**config.mk**
```make
export PLATFORM = sky130hd
export DESIGN_NAME = dsi_lanes_scheduler
export DESIGN_NICKNAME = d
export VERILOG_FILES = /design/src/rtl/dsi_lanes_scheduler.sv
export SDC_FILE = /design/constraint.sdc
export NUM_CORES = 1
export LEC_CHECK = 0
export BUFFER_PORTS_ARGS = -buffer_cell sky130_fd_sc_hd__buf_2
export CAP_MARGIN = 20
export CORE_MARGIN = 10
export CORE_UTILIZATION = 30
export CTS_CLUSTER_DIAMETER = 150
export DETAILED_ROUTE_END_ITERATION = 10
export GPL_TIMING_DRIVEN = 0
export PLACE_DENSITY = 0.66
export SYNTH_ARGS = -nofsm -noshare
export SYNTH_HDL_FRONTEND = slang
export SYNTH_SLANG_ARGS = --single-unit
export TNS_END_PERCENT = 50
```
**constraint.sdc**
```tcl
create_clock -name clk_sys -period 3.25 [get_ports clk_sys]
set_input_delay 0.65 -clock clk_sys [delete_from_list [all_inputs] [get_ports clk_sys]]
set_output_delay 0.65 -clock clk_sys [all_outputs]
set_load 0.02 [all_outputs]
```
**src/rtl/dsi_lanes_scheduler.sv**
```systemverilog
// dsi_lanes_scheduler: drives up to four DSI lanes as one link.
// Takes packet beats of one byte per active lane, issues start/finish
// pulses to the active lanes, feeds them in lock-step on their data
// requests, and reports completion once every active lane is back in LP.
// Optional watchdog: define DSI_LANES_SCHEDULER_TIMEOUT_EN.
module dsi_lanes_scheduler #(
  parameter int LANES          = 4,
  parameter int TIMEOUT_CYCLES = 255
) (
  input  logic                 clk_sys,
  input  logic                 rst_n,
  input  logic                 tx_start,
  input  logic [1:0]           lanes_number,
  input  logic [8*LANES-1:0]   in_data,
  input  logic                 in_valid,
  input  logic                 in_last,
  output logic                 in_ready,
  output logic [LANES-1:0]     lane_start_rqst,
  output logic [LANES-1:0]     lane_fin_rqst,
  output logic [8*LANES-1:0]   lane_data,
  input  logic [LANES-1:0]     lane_data_rqst,
  input  logic [LANES-1:0]     lane_active,
  output logic                 busy,
  output logic                 done,
  output logic                 underflow_err,
  output logic                 timeout_err
);

  typedef enum logic [2:0] {
    ST_IDLE   = 3'd0,
    ST_START  = 3'd1,
    ST_SEND   = 3'd2,
    ST_FINISH = 3'd3,
    ST_DRAIN  = 3'd4
  } state_t;

  localparam logic [1:0] LANE_MAX = 2'(LANES - 1);

  // Parameter sanity: lanes are 1..4 and the watchdog limit must fit 8 bits.
  if (LANES < 1 || LANES > 4 || TIMEOUT_CYCLES < 1 || TIMEOUT_CYCLES > 255) begin : g_bad_param
    $error("dsi_lanes_scheduler: parameter out of range");
  end

  // Widen a per-lane mask to a per-byte mask.
  function automatic logic [8*LANES-1:0] expand_mask(input logic [LANES-1:0] m);
    logic [8*LANES-1:0] r;
    r = {(8*LANES){1'b0}};
    for (int i = 0; i < LANES; i++) begin
      r[8*i +: 8] = {8{m[i]}};
    end
    return r;
  endfunction

  state_t               state_r, state_s;
  logic [LANES-1:0]     mask_r, mask_new_s;
  logic [1:0]           lanes_clamped_s;
  logic                 accept_s, xfer_s, drain_idle_s, timeout_hit_s;
  logic                 busy_r, done_r, underflow_r;
  logic [LANES-1:0]     start_rqst_r, fin_rqst_r;
  logic [8*LANES-1:0]   lane_data_r;

  // Clamp the requested lane count and build the lane mask it implies.
  always_comb begin
    mask_new_s = {LANES{1'b0}};
    if (lanes_number > LANE_MAX) begin
      lanes_clamped_s = LANE_MAX;
    end else begin
      lanes_clamped_s = lanes_number;
    end
    for (int i = 0; i < LANES; i++) begin
      mask_new_s[i] = (2'(i) <= lanes_clamped_s);
    end
  end

  assign accept_s     = (state_r == ST_IDLE) && tx_start;
  // A beat moves only when every masked lane requests; never a partial transfer.
  assign xfer_s       = (state_r == ST_SEND) && (&(lane_data_rqst | ~mask_r));
  assign drain_idle_s = ((lane_active & mask_r) == {LANES{1'b0}});
  assign in_ready     = xfer_s;

`ifdef DSI_LANES_SCHEDULER_TIMEOUT_EN
  localparam logic [7:0] WD_LAST = 8'(TIMEOUT_CYCLES - 1);
  logic [7:0] wd_cnt_r;
  logic       timeout_r;

  // Watchdog fires on the cycle the count would reach the limit without progress.
  always_comb begin
    timeout_hit_s = 1'b0;
    if (wd_cnt_r == WD_LAST) begin
      timeout_hit_s = ((state_r == ST_SEND) && !xfer_s) ||
                      ((state_r == ST_DRAIN) && !drain_idle_s);
    end else begin
      timeout_hit_s = 1'b0;
    end
  end

  // Watchdog counter: restarts entering SEND/DRAIN and on every transfer.
  always_ff @(posedge clk_sys) begin
    if (!rst_n) begin
      wd_cnt_r  <= 8'd0;
      timeout_r <= 1'b0;
    end else begin
      if (state_r == ST_START || state_r == ST_FINISH || xfer_s) begin
        wd_cnt_r <= 8'd0;
      end else if (state_r == ST_SEND || state_r == ST_DRAIN) begin
        wd_cnt_r <= wd_cnt_r + 8'd1;
      end else begin
        wd_cnt_r <= wd_cnt_r;
      end
      if (accept_s) begin
        timeout_r <= 1'b0;
      end else if (timeout_hit_s) begin
        timeout_r <= 1'b1;
      end else begin
        timeout_r <= timeout_r;
      end
    end
  end

  assign timeout_err = timeout_r;
`else
  assign timeout_hit_s = 1'b0;
  assign timeout_err   = 1'b0;
`endif

  // Next-state logic for the packet sequencer.
  always_comb begin
    state_s = state_r;
    case (state_r)
      ST_IDLE: begin
        if (tx_start) state_s = ST_START;
        else          state_s = ST_IDLE;
      end
      ST_START: state_s = ST_SEND;
      ST_SEND: begin
        if (timeout_hit_s)                    state_s = ST_FINISH;
        else if (xfer_s && in_valid && in_last) state_s = ST_FINISH;
        else                                  state_s = ST_SEND;
      end
      ST_FINISH: state_s = ST_DRAIN;
      ST_DRAIN: begin
        if (drain_idle_s || timeout_hit_s) state_s = ST_IDLE;
        else                               state_s = ST_DRAIN;
      end
      default: state_s = ST_IDLE;
    endcase
  end

  // State register plus all registered outputs and sticky status.
  always_ff @(posedge clk_sys) begin
    if (!rst_n) begin
      state_r      <= ST_IDLE;
      mask_r       <= {LANES{1'b0}};
      busy_r       <= 1'b0;
      done_r       <= 1'b0;
      underflow_r  <= 1'b0;
      start_rqst_r <= {LANES{1'b0}};
      fin_rqst_r   <= {LANES{1'b0}};
      lane_data_r  <= {(8*LANES){1'b0}};
    end else begin
      state_r      <= state_s;
      busy_r       <= (state_s != ST_IDLE);
      done_r       <= (state_r == ST_DRAIN) && (state_s == ST_IDLE);
      start_rqst_r <= accept_s ? mask_new_s : {LANES{1'b0}};
      fin_rqst_r   <= ((state_r == ST_SEND) && (state_s == ST_FINISH)) ? mask_r : {LANES{1'b0}};
      if (accept_s) begin
        mask_r      <= mask_new_s;
        underflow_r <= 1'b0;
        // Clear stale bytes so lanes outside the new mask read 0.
        lane_data_r <= {(8*LANES){1'b0}};
      end else if (xfer_s) begin
        if (in_valid) begin
          lane_data_r <= in_data & expand_mask(mask_r);
        end else begin
          lane_data_r <= {(8*LANES){1'b0}};
          underflow_r <= 1'b1;
        end
      end
    end
  end

  assign busy            = busy_r;
  assign done            = done_r;
  assign underflow_err   = underflow_r;
  assign lane_start_rqst = start_rqst_r;
  assign lane_fin_rqst   = fin_rqst_r;
  assign lane_data       = lane_data_r;

endmodule

```
==> run metrics <==
status finished clean; routability cong. 0.788; Final Cell Area 2740 µm²; Post-synth EDFFs 0; final hold vios 0; worst rel slew slack 0.589; chip height 103 µm; GRT Overall Usage 0.116; first-pass GRT wire length 9670 µm; Total Neg Setup Slack 0 ps; Max Clk Rate 0.394 GHz; Syn Nets 269; H-tree depth 2; Post-CTS Resized 0; antenna-violating nets left 0; DR WL/cell 15.1 µm; pin count of the biggest net entering global routing 16; library cells used by synthesis 28; Seq/Total Area, Yosys 0.488; Root Buffer clkbuf_8; Via density 4.72; share of cells above drive strength 1 0.342; fin. max-slew vios 0; Core Area 6720 µm²; Syn Inst Count 222; Final Power 0.00136 W; worst skew pair latency 300 ps; top-area cell type share of the netlist area 0.488; Post-CTS Hold Fix Bufs 0; # setup viols final 0; dominant cell type by area after synthesis dfxtp_1; maximum vdd drop 0.165 mV; die width 103 µm; leading cell type by number of instances after synthesis dfxtp_1; Worst setup SP type input pin; CTS Buffer Depth 2; PwrDens 498 nW/µm²; Overflow after GRT 0; crit path kind input pin to output port; antenna violations before repair 1; drt total wl 6030 µm; crit share post-route 0.781; slack of the critical path 711 ps; clk sink count 50; total CTS buffers 5; CP arrival 1890 ps; Leak Pwr 1.39 nW; Rows 30; top cells by area, synth dfxtp_1 49%, mux2i_1 16%, nand4_1 9.8%; Area after DPL 2600 µm²; Initial Utilization 0.305; number of global-route vias before repair 1963; P&R area growth vs syn 33.6%; Worst Tran Pin Value 613 ps; Clock Skews 6.70 ps; Pre-antenna DRT Iters 4; PortBufs 89; RSZ-0062 raised after global routing false; postcts setup bufs 0; Top FF cell, synth dfxtp_1; initial drt markers 59; CP Max Fanout 10; Filler Cells Inserted 697; synthesized area per cell 9.24 µm²; synth warn 0; Post-synth ARST share 0; Worst Path Required 2600 ps; DRC Markers 0; detailed-placement wirelength estimate 4720 µm; IO Pins 92; sequential standard cell area 1000 µm²; commonest cells in the netlist 50 x dfxtp_1, 40 x nand2_1, 33 x mux2i_1; CP endpoint kind output port; Yosys reg bits 50; die area 10500 µm²; hold_ws 463 ps; Setup Slack @ Placement 720 ps; max-cap viol count 0; worst hold path class flip-flop to flip-flop; post-route minimum period 2540 ps; Clock Pin Slew Worst Setup and Hold Paths 90 ps; vias 1883; multi-input logic area 918 µm²; Antenna diodes 0; CTS tree yes; Nets 365; Mapped Area 2050 µm²
## cells in the final DEF, fill, tap and decap left out
master	netlist	layout
buf_2	6	95
dfxtp_1	50	50
nand2_1	40	40
mux2i_1	33	33
nand4_1	32	32
nor2_1	9	9
clkbuf_1	8	8
inv_1	6	6
nor3_1	6	6
clkbuf_8	0	6
buf_1	4	4
nand3_1	4	4
a21oi_1	3	3
o22ai_1	2	2
nand2b_1	2	2
buf_6	2	2
and3_1	2	2
a22oi_1	2	2
bufinv_16	0	2
or4_1	1	1
nor4b_4	1	1
clkinv_1	1	1
xnor2_1	1	1
o21ai_1	1	1
a211oi_1	1	1
nand3b_1	1	1
or2_2	1	1
o41ai_2	1	1
buf_4	1	1
conb_1	1	1
## worst paths after layout
check,endpoint,cells past startpoint,start,slack (ps)
max,in_ready,7,lane_data_rqst[2],710
min,lane_data[13]$_SDFFE_PP0N_,2,lane_data[13]$_SDFFE_PP0N_,460
min reg2reg,lane_data[13]$_SDFFE_PP0N_,2,lane_data[13]$_SDFFE_PP0N_,460
max reg2reg,underflow_err$_SDFFE_PP0P_,6,state_r[0]$_SDFF_PN0_,1320
## worst max-delay path: stages
cell,delay (ps)
buf_2,80
o22ai_1,60
or4_1,540
clkbuf_1,150
buf_2,200
inv_1,60
buf_2,150
## power breakdown
part	total, W	switching, W	internal, W
logic	0.000194	0.000119	0.0000753
clock network	0.000531	0.000203	0.000328
registers	0.000638	0.0000118	0.000626
total	0.00136	0.000334	0.00103
## cell type report
| class | count | area share |
|---|---|---|
| buffer | 21 | 0.0384 |
| clock buffer | 6 | 0.0302 |
| clock inverter | 2 | 0.0219 |
| inverter | 7 | 0.00959 |
| multi-input combinational | 144 | 0.335 |
| sequential | 50 | 0.365 |
| tap | 80 | 0.0365 |
| timing repair buffer | 89 | 0.163 |
## kinds of logic (layout without fill, tap and decap cells)
kind of cell | count (synthesis) | count (layout) | share of synthesized area
AND/OR/NAND/NOR | 99 | 99 | 0.246
other | 1 | 1 | 0.00183
flip-flops | 50 | 50 | 0.488
buffers and inverters | 28 | 125 | 0.0641
multiplexers | 33 | 33 | 0.161
AO/OA/AOI/OAI | 10 | 10 | 0.0348
XOR/XNOR | 1 | 1 | 0.00427
## stage by stage
step,util,instances
final,0.408,399
after global routing,0.408,399
after CTS,0.408,399
after detailed placement,0.386,391
after global placement,0.386,391
after floorplan,-,222
## flip-flops by register name (all words and copies together), names as in the netlist
register,flops
lane_data,32
lane_fin_rqst,4
lane_start_rqst,4
mask_r,4
state_r,3
busy,1
done,1
underflow_err,1
## layer usage
| metal | up-vias | GRT usage | share of wire |
|---|---|---|---|
| met5 | - | 0 | 0.0033 |
| met4 | 2 | 0.0369 | 0.016 |
| met3 | 11 | 0.0422 | 0.073 |
| met2 | 59 | 0.184 | 0.47 |
| met1 | 844 | 0.141 | 0.44 |
| li1 | 967 | - | - |
(Power assumes the default switching activity.)
